[config.mk]
export PLATFORM = sky130hd
export DESIGN_NAME = song_reader
export DESIGN_NICKNAME = d
export VERILOG_FILES = /design/src/rtl/song_reader.sv
export SDC_FILE = /design/constraint.sdc
export NUM_CORES = 1
export LEC_CHECK = 0
export CAP_MARGIN = 20
export CELL_PAD_IN_SITES_DETAIL_PLACEMENT = 1
export CELL_PAD_IN_SITES_GLOBAL_PLACEMENT = 1
export CORE_ASPECT_RATIO = 0.9
export CORE_MARGIN = 3
export CORE_UTILIZATION = 28
export CTS_CLUSTER_SIZE = 28
export DETAILED_ROUTE_END_ITERATION = 8
export PLACE_DENSITY_LB_ADDON = 0.1
export SYNTH_ARGS = -nofsm -noshare
export SYNTH_HDL_FRONTEND = slang
export SYNTH_SLANG_ARGS = --single-unit
[constraint.sdc]
create_clock -name clk -period 1.6 [get_ports clk]
set_input_delay 0.48 -clock clk [delete_from_list [all_inputs] [get_ports clk]]
set_output_delay 0.48 -clock clk [all_outputs]
set_load 0.005 [all_outputs]
[src/rtl/song_reader.sv]
// Song reader: walks one song's note ROM entry by entry and hands each note to the
// note player over a new_note/note_done handshake, then pulses song_done.
module song_reader #(
    parameter int unsigned NOTE_ADDR_W = 5,
    parameter int unsigned NOTE_W      = 6,
    parameter int unsigned DUR_W       = 6
) (
    input  logic                      clk,
    input  logic                      reset,
    input  logic                      play,
    input  logic [1:0]                song,
    input  logic                      note_done,
    output logic [NOTE_ADDR_W+1:0]    rom_addr,
    input  logic [NOTE_W+DUR_W-1:0]   rom_data,
    output logic [NOTE_W-1:0]         note,
    output logic [DUR_W-1:0]          duration,
    output logic                      new_note,
    output logic                      song_done
);

    typedef enum logic [2:0] {
        StIdle,
        StFetch,
        StEmit,
        StWaitNote,
        StDone
    } state_e;

    localparam logic [NOTE_ADDR_W-1:0] IdxMax = '1;

    state_e                   state_q, state_d;
    logic [NOTE_ADDR_W-1:0]   idx_q, idx_d;
    logic [1:0]               song_q, song_d;
    logic [NOTE_W-1:0]        note_q, note_d;
    logic [DUR_W-1:0]         dur_q, dur_d;
    logic                     done_seen_q, done_seen_d;

    logic [NOTE_W-1:0]        rom_note;
    logic [DUR_W-1:0]         rom_dur;

    assign rom_note = rom_data[NOTE_W+DUR_W-1:DUR_W];
    assign rom_dur  = rom_data[DUR_W-1:0];

    always_ff @(posedge clk) begin
        if (reset) begin
            state_q     <= StIdle;
            idx_q       <= '0;
            song_q      <= '0;
            note_q      <= '0;
            dur_q       <= '0;
            done_seen_q <= 1'b0;
        end else begin
            state_q     <= state_d;
            idx_q       <= idx_d;
            song_q      <= song_d;
            note_q      <= note_d;
            dur_q       <= dur_d;
            done_seen_q <= done_seen_d;
        end
    end

    always_comb begin
        state_d     = state_q;
        idx_d       = idx_q;
        song_d      = song_q;
        note_d      = note_q;
        dur_d       = dur_q;
        done_seen_d = done_seen_q;

        unique case (state_q)
            StIdle: begin
                if (play) begin
                    state_d = StFetch;
                    // Song is latched only at the start of a song.
                    if (idx_q == '0) begin
                        song_d = song;
                    end
                end
            end
            StFetch: begin
                note_d  = rom_note;
                dur_d   = rom_dur;
                state_d = (rom_dur == '0) ? StDone : StEmit;
            end
            StEmit: begin
                state_d = StWaitNote;
            end
            StWaitNote: begin
                if (note_done) begin
                    if (idx_q == IdxMax) begin
                        state_d = StDone;
                    end else begin
                        idx_d   = idx_q + 1'b1;
                        state_d = StIdle;
                    end
                end
            end
            StDone: begin
                done_seen_d = 1'b1;
            end
            default: begin
                state_d = StIdle;
            end
        endcase
    end

    assign rom_addr  = {song_q, idx_q};
    assign note      = note_q;
    assign duration  = dur_q;
    assign new_note  = (state_q == StEmit);
    // Pulse only on the first cycle spent in DONE.
    assign song_done = (state_q == StDone) && !done_seen_q;

endmodule

==> impl_results.md <==
* Initial antenna violation count at 0
* Layout cells sized above 1 at 29.83%
* Final setup violation count at 0
* Clk slew on worst S/H paths at 0.08 ns
* Status: completed
* Most frequent cells in the layout: 28 x nand2_1, 20 x clkdlybuf4s50_1, 20 x buf_4
* Core area at 0.003503 sq mm
* Seq/Total Area, Yosys at 43.45%
* CP Launch Point: duration[0]
* Max_cap viols at 0
* Clk root buf: clkbuf_8
* Io pins at 39
* Hold path start: duration[1]
* Syn Area/Cell at 8.478 sq um
* Fin cells at 225
* Mapped Cells at 125
* Post-route cell area at 0.001770 sq mm
* Vias in the first global route at 1,149
* Synth Warn # at 0
* GRT overflow at 0
* Row count at 20
* CP top delay family: buffers and inverters
* H-tree depth at 1
* CTS Sinks at 23
* Setup TNS at 0 ns
* Power Density at 703.3 mW/mm^2
* Routed met1 length at 1.518 mm
* Final Hold Fails at 0
* Dpl cell area at 0.001574 sq mm
* Area delta synth->final at 67.06%
* RR Endpoint: idx_q[3]
* Path depth of the worst reg2reg path at 5
* Critical path class: flip-flop to output pin
* Commonest non-fill, non-tap cell in the layout: nand2_1
* WP buf/inv at 1
* Max Used Layer: met4
* #FFs+latches synth at 23
* Die area at 0.004560 sq mm
* F_max at 634.7 MHz
* WP depth at 1
* CTS tree: built
* Post-placement cell count at 216
* CP Data Required Time at 1.12 ns
* Fin util at 50.54%
* Synth area leader: dfxtp_1
* Worst R2R Setup Slack at 0.04 ns
* FILL cells at 403
* Tcrit/Tclk final at 98.47%
* Num CTS Buffers at 3
* EDFF count, synth at 0
* RSZ-0062 raised after global routing: false
* Top_reg_cell synth: dfxtp_1
* Critical Path Slowest Stage Cell: clkdlybuf4s50_1
* Worst setup SP type: flip-flop
* Crit. End Element: output pin
* Slew HR at 75.86%
* Largest net degree at the start of global routing at 16
* Maximum buffer depth of the clock tree at 2
* PortBufs at 38
* Hpwl dp at 2.421 mm
* Post-synthesis cell type count at 30
* Die W at 70.85 um
* Worst hold path class: flip-flop to flip-flop
* Setup Skew at 0.003102 ns
* LEAKAGE at 0.8874 nW
* Share of the synthesized area in the top cell type at 43.45%
* # DRC at 0
* Slew Limit Fails at 0
* Met3 WL post-DR at 177 um
* Worst-path fanout max at 2
* Die Y at 64.37 um
* Antenna Nets Post-Route at 0
* WL final at 3.386 mm
* PnR Total Power at 1.245 mW
* DR iter-0 viols at 17
* CP cell instances: clkdlybuf4s50_1
* First-pass GRT wire length at 5.513 mm
* Max VDD drop at 0.0003853 V
* Multi-input logic area at 613.1 sq um
* Total number of vias at 1,083
* Netlist Area Pre-Place at 0.001060 sq mm
* Avg WL per Cell at 15.05 um
* Slowest Stage Delay on Critical Path at 0.50 ns
* Min Tclk post-route at 1.575 ns
* Worst-Margin Slew at 0.3588 ns
* Number of diodes at 0
* Later-pin clock latency in the skew report at 0.27 ns
* First-pass iteration count of the detailed router at 3
* Synthesized Nets at 146
* Met2 Wirelength at 1.669 mm
* RR Startpoint: idx_q[0]
* Final #Nets at 203
* Register area at 489.2 sq um
* Starting density of the core at 30.25%
* Total Routing Usage GR at 15.20%
* CP arrival at 1.10 ns
* DR vias/cell at 4.813
* GP Congestion at 0.7437
* Synth top area cells: dfxtp_1 43%, nand2_1 9.9%, a21oi_1 9.0%
* Fraction of registers with async set/reset at 0%
* Worst Setup EP: duration[0]
-- synthesized netlist by cell type (all sizes together), types with 2 or more instances --
cell type,instances
nand2,28
dfxtp,23
a21oi,19
nand3,6
buf,5
nor2,5
inv,4
nand2b,4
a211oi,3
and4b,3
ha,3
o21ai,3
clkbuf,2
mux2i,2
nor2b,2
nor3b,2
-- per-layer routing --
| metal | GRT usage, % | up-vias |
|---|---|---|
| met3 | 5.189 | 4 |
| met4 | 2.582 | 0 |
| met5 | 0 | - |
| met1 | 19.18 | 508 |
| met2 | 25.35 | 22 |
| li1 | - | 549 |
-- worst min path at each step --
stage / end / depth (start not counted)
floorplan: done_seen_q / 2
global placement: note[5] / 2
detailed placement: duration[0] / 2
CTS: duration[0] / 2
global route: duration[1] / 2
finish: duration[1] / 2
-- sequential cells by signal (all words and copies together) (netlist names) --
signal	cells
done_seen_q	1
duration	6
idx_q	5
note	6
song_q	2
state_q	3
-- power by group --
group	leakage [nW]	switching (mW)	total [mW]	internal [mW]
clock	0.0228	0.197	0.376	0.178
sequential	0.195	0.0195	0.619	0.600
combinational	0.670	0.106	0.250	0.144
-- final cells by class --
type / instances / share of cell area (%)
tap: 44 / 3.110
clock buffer: 4 / 2.544
inverter: 4 / 0.8481
sequential: 23 / 27.63
timing repair buffer: 59 / 31.24
multi-input combinational: 91 / 34.63
-- metrics by stage --
stage          hold WS, ns  worst slack, ns
2_1_floorplan       0.4374          0.01458
3_3_place_gp        0.4422          -0.2102
3_5_place_dp        0.4506          -0.2709
4_1_cts             0.4625        0.0008010
5_1_grt             0.4777        0.0001176
6_report            0.4560          0.02450
-- timing repair --
action                                 CTS  global route
pin swaps                                4             4
gates resized for setup                 29            28
buffers inserted                         4             1
hold buffers                             0             0
setup endpoints to repair               10            29
endpoints found under the hold margin    0             0
-- worst register-to-register path, cell delays in order, from the launching register on --
cell	delay [ns]
dfxtp_2	0.34
ha_4	0.16
and3_4	0.17
ha_4	0.17
or4_4	0.51
a21oi_2	0.14
-- logic make-up (layout without fill, tap and decap cells) --
family,Yosys count,count (layout),synth area share (%)
and+or+nand+nor,56,56,28.57
AOI/OAI and AO/OA,29,29,15.58
DFF,23,23,43.45
buffers and inverters,11,67,5.548
adders and majority gates,3,3,3.542
muxes,3,3,3.305
Note: power is estimated with default switching activity, not from simulation.
